## config.mk

```make
export PLATFORM = sky130hd
export DESIGN_NAME = compare_tally
export DESIGN_NICKNAME = d
export VERILOG_FILES = /design/src/rtl/compare_tally.sv
export SDC_FILE = /design/constraint.sdc
export NUM_CORES = 1
export LEC_CHECK = 0
export CAP_MARGIN = 5
export CELL_PAD_IN_SITES_DETAIL_PLACEMENT = 2
export CELL_PAD_IN_SITES_GLOBAL_PLACEMENT = 2
export CORE_AREA = 2 2 82 84
export CTS_CLUSTER_DIAMETER = 100
export CTS_CLUSTER_SIZE = 25
export DETAILED_ROUTE_END_ITERATION = 12
export DIE_AREA = 0 0 84 86
export DONT_BUFFER_PORTS = 1
export MAX_ROUTING_LAYER = met4
export PLACE_DENSITY_LB_ADDON = 0.1
export SLEW_MARGIN = 20
export SYNTH_ARGS = -nofsm -noshare
export SYNTH_HDL_FRONTEND = slang
export SYNTH_SLANG_ARGS = --single-unit
```

## constraint.sdc

```tcl
create_clock -name clk -period 2 [get_ports clk]
set_clock_uncertainty 0.2 [all_clocks]
set_input_delay 0.2 -clock clk [delete_from_list [all_inputs] [get_ports clk]]
set_output_delay 0.2 -clock clk [all_outputs]
set_load 0.01 [all_outputs]
```

## src/rtl/compare_tally.sv

```systemverilog
// Two-stage magnitude comparator: captures operands on load, registers the
// one-hot compare result and display symbol one edge later, and keeps tallies.
module compare_tally #(
    parameter int WIDTH     = 4,
    parameter int CNT_WIDTH = 8
) (
    input  logic                 clk,
    input  logic                 rst,
    input  logic [WIDTH-1:0]     a,
    input  logic [WIDTH-1:0]     b,
    input  logic                 load,
    input  logic                 signed_mode,
    input  logic                 clr_cnt,
    output logic [WIDTH-1:0]     a_q,
    output logic [WIDTH-1:0]     b_q,
    output logic                 lt,
    output logic                 gt,
    output logic                 eq,
    output logic [3:0]           sym,
    output logic                 result_valid,
    output logic [CNT_WIDTH-1:0] gt_cnt,
    output logic [CNT_WIDTH-1:0] lt_cnt,
    output logic [CNT_WIDTH-1:0] eq_cnt
);

    localparam logic [3:0] SYM_GT   = 4'hA;
    localparam logic [3:0] SYM_LT   = 4'hB;
    localparam logic [3:0] SYM_EQ   = 4'hE;
    localparam logic [3:0] SYM_NONE = 4'hF;
    localparam logic [CNT_WIDTH-1:0] CNT_MAX  = {CNT_WIDTH{1'b1}};
    localparam logic [CNT_WIDTH-1:0] CNT_ZERO = {CNT_WIDTH{1'b0}};
    localparam logic [CNT_WIDTH-1:0] CNT_ONE  = {{(CNT_WIDTH-1){1'b0}}, 1'b1};

    logic             mode_r;
    logic             s1_valid_r;
    logic [WIDTH-1:0] key_a_s;
    logic [WIDTH-1:0] key_b_s;
    logic             lt_s;
    logic             gt_s;
    logic             eq_s;

    function automatic logic [3:0] sym_code(input logic is_gt, input logic is_lt);
        logic [3:0] code;
        case ({is_gt, is_lt})
            2'b10:   code = SYM_GT;
            2'b01:   code = SYM_LT;
            2'b00:   code = SYM_EQ;
            default: code = SYM_NONE;
        endcase
        return code;
    endfunction

    function automatic logic [CNT_WIDTH-1:0] sat_inc(input logic [CNT_WIDTH-1:0] cnt,
                                                     input logic hit);
        logic [CNT_WIDTH-1:0] next;
        if (hit && (cnt != CNT_MAX)) begin
            next = cnt + CNT_ONE;
        end else begin
            next = cnt;
        end
        return next;
    endfunction

    // Stage 1: capture operands and mode on load
    always_ff @(posedge clk or posedge rst) begin
        if (rst) begin
            a_q        <= {WIDTH{1'b0}};
            b_q        <= {WIDTH{1'b0}};
            mode_r     <= 1'b0;
            s1_valid_r <= 1'b0;
        end else begin
            s1_valid_r <= load;
            if (load) begin
                a_q    <= a;
                b_q    <= b;
                mode_r <= signed_mode;
            end else begin
                a_q    <= a_q;
                b_q    <= b_q;
                mode_r <= mode_r;
            end
        end
    end

    // Flipping the sign bit maps two's-complement order onto unsigned order
    always_comb begin
        key_a_s = a_q;
        key_b_s = b_q;
        if (mode_r) begin
            key_a_s[WIDTH-1] = ~a_q[WIDTH-1];
            key_b_s[WIDTH-1] = ~b_q[WIDTH-1];
        end else begin
            key_a_s = a_q;
            key_b_s = b_q;
        end
        lt_s = (key_a_s < key_b_s);
        gt_s = (key_a_s > key_b_s);
        eq_s = ~lt_s & ~gt_s;
    end

    // Stage 2: register flags, symbol and the completion pulse
    always_ff @(posedge clk or posedge rst) begin
        if (rst) begin
            lt           <= 1'b0;
            gt           <= 1'b0;
            eq           <= 1'b0;
            sym          <= SYM_NONE;
            result_valid <= 1'b0;
        end else if (s1_valid_r) begin
            lt           <= lt_s;
            gt           <= gt_s;
            eq           <= eq_s;
            sym          <= sym_code(gt_s, lt_s);
            result_valid <= 1'b1;
        end else begin
            result_valid <= 1'b0;
        end
    end

    // Saturating tallies; a clear on the same edge discards the increment
    always_ff @(posedge clk or posedge rst) begin
        if (rst) begin
            gt_cnt <= CNT_ZERO;
            lt_cnt <= CNT_ZERO;
            eq_cnt <= CNT_ZERO;
        end else if (clr_cnt) begin
            gt_cnt <= CNT_ZERO;
            lt_cnt <= CNT_ZERO;
            eq_cnt <= CNT_ZERO;
        end else if (s1_valid_r) begin
            gt_cnt <= sat_inc(gt_cnt, gt_s);
            lt_cnt <= sat_inc(lt_cnt, lt_s);
            eq_cnt <= sat_inc(eq_cnt, eq_s);
        end else begin
            gt_cnt <= gt_cnt;
            lt_cnt <= lt_cnt;
            eq_cnt <= eq_cnt;
        end
    end

endmodule

```

==> results of run 1 <==
-- final timing paths --
path,from,endpoint,slack (ns),cells past startpoint
min,clr_cnt,gt_cnt[3],0.02,2
max in group asynchronous,rst,sym[0],0.92,3
max,a_q[1],gt_cnt[3],-0.26,8
min reg2reg,sym[2],sym[2],0.31,2
min in group asynchronous,rst,lt_cnt[5],0.28,3
max reg2reg,a_q[1],gt_cnt[3],-0.26,8
-- metal layers --
| metal | share of wire (%) | up-vias | track usage [%] |
|---|---|---|---|
| li1 | - | 895 | - |
| met1 | 40 | 981 | 22.4 |
| met2 | 55 | 38 | 39.4 |
| met3 | 3.5 | 10 | 4.43 |
| met4 | 1.5 | 0 | 5.57 |
| met5 | 0 | - | - |
-- cell usage after synthesis (all sizes together) (7+ instances only) --
master,instances
nand3,7
dfrtp,38
or3,13
buf,7
o21ai,15
inv,12
a21oi,15
nor2,11
nand2,19
nand4,7
mux2,12
-- flip-flops by register name, summed over array words and instances (netlist names) --
name / cells
gt_cnt: 8
lt: 1
gt: 1
eq: 1
s1_valid_r: 1
a_q: 4
sym: 2
b_q: 4
lt_cnt: 8
result_valid: 1
mode_r: 1
eq_cnt: 8
-- power by group through the flow --
stage	sequential, mW	clock (mW)	combinational, mW
finish	0.909	0.574	0.612
floorplan	0.934	0	0.226
global placement	0.921	0	0.379
global route	0.917	0.627	0.660
detailed placement	0.924	0	0.400
CTS	0.910	0.590	0.553
-- what timing repair did --
action	in CTS	in global routing
setup buffers	7	2
endpoints found under the hold margin	72	0
endpoints found under the setup margin	27	29
hold buffers	13	0
pin swaps	10	11
gates resized for setup	21	28
cloned	1	0
-- worst reg2reg max path, delay by kind of cell (launching register included) --
kind / cells / cell delay [ns]
adder cells (fa/ha/maj): 1 / 0.26
buffers and inverters: 2 / 0.27
AO/OA/AOI/OAI: 1 / 0.25
AND/OR/NAND/NOR: 3 / 0.45
multiplexers: 1 / 0.29
flip-flops: 1 / 0.43
-- logic make-up (layout without fill, tap and decap cells) --
family / after synthesis / after routing / share of synthesized area [%]
XOR/XNOR: 2 / 2 / 1.20
AO/OA/AOI/OAI: 41 / 41 / 11.3
buffers and inverters: 24 / 92 / 5.53
flip-flops: 40 / 40 / 48.2
adder cells (fa/ha/maj): 6 / 6 / 3.60
other: 1 / 2 / 0.180
multiplexers: 14 / 14 / 7.45
AND/OR/NAND/NOR: 87 / 87 / 22.6
-- layout make-up --
type | instances | share of cell area (%)
multi-input cells | 152 | 39.6
clock buffers | 8 | 2.92
inverters | 12 | 1.46
repair buffers | 72 | 20.3
well taps | 77 | 3.12
flip-flops and latches | 40 | 32.5
-- metrics by stage --
stage,util [%],instances,instance area (sq um)
floorplan,-,216,2150
global placement,40.7,330,2550
detailed placement,40.7,330,2550
CTS,47.1,359,2960
global route,49.1,361,3080
finish,49.1,361,3080
==> impl_metrics.env, run 1 <==
export IMPL_routed_wl_mm=7.36
export IMPL_rsz0062_at_grt="true"
export IMPL_violations="setup timing"
export IMPL_root_buffer="clkbuf_8"
export IMPL_finalSetupViolations=27
export IMPL_clockBufferDepth=2
export IMPL_setup_tns_final_ns=-5.13
export IMPL_async_flop_share_pct=100
export IMPL_period_needed_ns=2.26
export IMPL_num_fill_cells=638
export IMPL_power_mw=2.10
export IMPL_core_area_sq_um=6280
export IMPL_regArea_sq_um=1000
export IMPL_htreeDepth=2
export IMPL_comb_power_share_pct=29.2
export IMPL_synth_edf_count=0
export IMPL_critPathBufInv=2
export IMPL_yosys_warnings=0
export IMPL_wl_per_cell_microns=20.4
export IMPL_final_common_cell="buf_4"
export IMPL_multi_input_area_sq_um=1220
export IMPL_end_kind="flop"
export IMPL_grt_pass1_vias=2210
export IMPL_die_x_microns=84
export IMPL_dieArea_sq_um=7220
export IMPL_power_frac_seq_pct=43.4
export IMPL_p_leak_nw=1.32
export IMPL_grt_pass1_wl_mm=11.5
export IMPL_port_buffers=0
export IMPL_start_util_pct=33.2
export IMPL_synth_ff_type="dfrtp_1"
export IMPL_yosysTopAreaCell="dfrtp_1"
export IMPL_pwr_share_clk_pct=27.4
export IMPL_grt_overflow=0
export IMPL_tritoncts="built"
export IMPL_synth_cell_types=37
export IMPL_layout_drive_gt1_share_pct=42.6
export IMPL_p_per_area_nw_per_um2=680
export IMPL_ys_seq_area_share_pct=48.2
export IMPL_startpoint_type="flop"
export IMPL_nets=302
export IMPL_fmax_mhz=443
export IMPL_hold_path_class="input pin to flop"
export IMPL_floorplan_die_height_microns=86
export IMPL_critical_path_arrival_ns=2.23
export IMPL_slowest_delay_ns=0.43
export IMPL_hold_slack_ns=0.0242
export IMPL_num_antenna_cells=0
export IMPL_tightestPinTransition_ns=0.550
export IMPL_ant_nets=0
export IMPL_io_pins=53
export IMPL_place_ws_ns=-0.272
export IMPL_vias_per_cell=5.33
export IMPL_synth_top_cell_area_share_pct=45.6
export IMPL_syn_inst=215
export IMPL_cts_buffers=5
export IMPL_vdd_drop_max_uv=437
export IMPL_p_sw_uw=648
export IMPL_internal_power_mw=1.45
export IMPL_worstPathCellList="ha_4 -> nor2b_4 -> o211ai_1 -> and3_4 -> buf_12 -> buf_4 -> nor3_4 -> mux2_4"
export IMPL_syn2layout_area_growth_pct=48.0
export IMPL_swShare_pct=30.9
export IMPL_rows=29
export IMPL_layout_common_cells="buf_4 (54), dfrtp_1 (38), nand2_1 (17)"
export IMPL_crit_slowest_cell="dfrtp_1"
export IMPL_drt_initial_drc_count=67
export IMPL_cp_required_ns=1.98
export IMPL_status="finished, violations left"
export IMPL_cts_clk_slew_worst_paths_ns=0.08
export IMPL_place_congestion=0.812
export IMPL_worst_slack_ns=-0.255
export IMPL_grt_max_degree=41
export IMPL_finalCritPeriodShare_pct=113
export IMPL_clock_sinks=40
export IMPL_clk_insertion_delay_late_ns=0.29
export IMPL_worstPathMaxFanout=8
export IMPL_slew_violations=0
export IMPL_syn_area_sq_um=2080
export IMPL_yosys_top_cells_area="dfrtp_1 (46%), mux2_2 (6.5%), or3_1 (3.9%), a21oi_1 (3.6%), ha_1 (3.6%)"
export IMPL_grtUsageTotal_pct=21.0
export IMPL_drv_cap=0
export IMPL_synth_seq_cells=40
export IMPL_antenna_found_initial=0
export IMPL_path_class="flop to flop"
export IMPL_firstDrtPassIters=4
export IMPL_dp_hpwl_mm=4.65
export IMPL_path_delay_family="simple AND/OR/NAND/NOR gates"
export IMPL_vias=1924
export IMPL_finalHoldViolations=0
export IMPL_drc=0
export IMPL_relSlewSlack_pct=63.3
export IMPL_syn_area_per_cell_sq_um=9.69
Power figures use the tool's default switching activity.
==> inputs of run 2 (changes only) <==
CORE_AREA = 2 2 75 77   (was 2 2 82 84)
DIE_AREA = 0 0 77 79   (was 0 0 84 86)
clock period = 2.85 ns   (was 2 ns; I/O delays follow)
==> run 2 against run 1 <==
The run now ends clean. Count of clock-buffer cells in the layout unchanged. First-iteration DRC count down 37%. Critical path depth unchanged. Total power down 42%. Fmax down 11%. Highest routed layer unchanged.
==> impl_metrics.env, run 2 (same netlist as run 1, synthesis figures left out) <==
export IMPL_fmax_mhz=394
export IMPL_rows=27
export IMPL_antenna_found_initial=0
export IMPL_dp_hpwl_mm=3.86
export IMPL_clockBufferDepth=2
export IMPL_start_util_pct=39.0
export IMPL_firstDrtPassIters=3
export IMPL_core_area_sq_um=5340
export IMPL_floorplan_die_height_microns=79
export IMPL_final_common_cell="dfrtp_1"
export IMPL_clk_insertion_delay_late_ns=0.28
export IMPL_grt_pass1_vias=1938
export IMPL_layout_cells_non_filler=300
export IMPL_slowest_delay_ns=0.40
export IMPL_drt_initial_drc_count=42
export IMPL_startpoint_type="flop"
export IMPL_tritoncts="built"
export IMPL_vias_per_cell=5.64
export IMPL_placed_area_sq_um=2140
export IMPL_rsz0062_at_grt="false"
export IMPL_postCtsSetupBuffers=0
export IMPL_crit_slowest_cell="dfrtp_1"
export IMPL_place_congestion=0.772
export IMPL_power_mw=1.22
export IMPL_worstPathCellList="inv_1 -> ha_1 -> nor2b_1 -> o211ai_1 -> and3_1 -> buf_4 -> nor3_1 -> mux2_2"
export IMPL_worstPathMaxFanout=28
export IMPL_grt_pass1_wl_mm=9.42
export IMPL_ant_nets=0
export IMPL_grt_max_degree=29
export IMPL_period_needed_ns=2.54
export IMPL_drv_cap=0
export IMPL_hold_slack_ns=0.0153
export IMPL_port_buffers=0
export IMPL_dieArea_sq_um=6080
export IMPL_layout_common_cells="dfrtp_1 (38), nand2_1 (19), o21ai_0 (15), a21oi_1 (15), or3_1 (13)"
export IMPL_critical_path_arrival_ns=2.50
export IMPL_relSlewSlack_pct=48.1
export IMPL_nets=246
export IMPL_finish_instance_area_sq_um=2350
export IMPL_path_class="flop to flop"
export IMPL_htreeDepth=2
export IMPL_top_regs="eq_cnt x8, gt_cnt x8, lt_cnt x8"
export IMPL_finalSetupViolations=0
export IMPL_grt_overflow=0
export IMPL_setup_tns_final_ns=0
export IMPL_tightestPinTransition_ns=0.776
export IMPL_dp_cells=280
export IMPL_die_x_microns=77
export IMPL_finalCritPeriodShare_pct=89.0
export IMPL_io_pins=53
export IMPL_cts_clk_slew_worst_paths_ns=0.07
export IMPL_num_antenna_cells=0
export IMPL_routed_wl_mm=5.54
export IMPL_path_delay_family="simple AND/OR/NAND/NOR gates"
export IMPL_hold_path_class="input pin to flop"
export IMPL_grtUsageTotal_pct=20.2
export IMPL_finalHoldViolations=0
export IMPL_end_kind="flop"
export IMPL_vdd_drop_max_uv=334
export IMPL_wl_per_cell_microns=18.5
export IMPL_p_leak_nw=0.955
export IMPL_p_per_area_nw_per_um2=520
export IMPL_vias=1692
export IMPL_drc=0
export IMPL_clock_sinks=40
export IMPL_layout_drive_gt1_share_pct=11.0
export IMPL_cp_required_ns=2.82
export IMPL_status="finished, final reports clean"
export IMPL_cts_buffers=5
export IMPL_critPathBufInv=2
export IMPL_syn2layout_area_growth_pct=12.7
export IMPL_slew_violations=0
export IMPL_root_buffer="clkbuf_8"
run 2: final cells by class:
cell class	count	area, sq um
tap	72	90.1
inverter	12	45.0
timing repair buffer	16	150
sequential	40	1000
fill	610	2990
clock buffer	8	90.1
multi-input combinational	152	968
run 2: per-layer routing:
layer | track usage, % | vias to the layer above | share of wire (%) | wire length, microns
li1 | - | 788 | - | -
met1 | 21.1 | 861 | 39 | 2190
met2 | 37.2 | 37 | 54 | 3000
met3 | 5.91 | 6 | 5.2 | 289
met4 | 5.71 | 0 | 1.1 | 62
met5 | - | - | 0 | 0
run 2: what timing repair did:
action,CTS,global route
gates resized for setup,0,0
hold endpoints to repair,44,0
hold buffers,12,0
run 2: stage by stage:
step / setup WS [ns] / util, %
2_1_floorplan: 0.634 / -
4_1_cts: 0.302 / 44.0
3_5_place_dp: 0.319 / 40.0
3_3_place_gp: 0.457 / 40.0
6_report: 0.314 / 44.0
5_1_grt: 0.200 / 44.0
run 2: path summary, 6_finish.rpt:
path,endpoint,cells after the start,start,slack [ns]
min reg2reg,sym[2],2,sym[2],0.30
min,eq_cnt[1],2,clr_cnt,0.02
max,eq_cnt[0],8,b_q[1],0.31
max in group asynchronous,sym[2],3,rst,1.28
min in group asynchronous,lt_cnt[4],2,rst,0.34
max reg2reg,eq_cnt[0],8,b_q[1],0.31
run 2: report_power, final:
part           internal, mW  switching, mW
Clock                 0.198          0.187
Combinational        0.0687          0.112
Sequential            0.604         0.0525
Total                 0.870          0.351
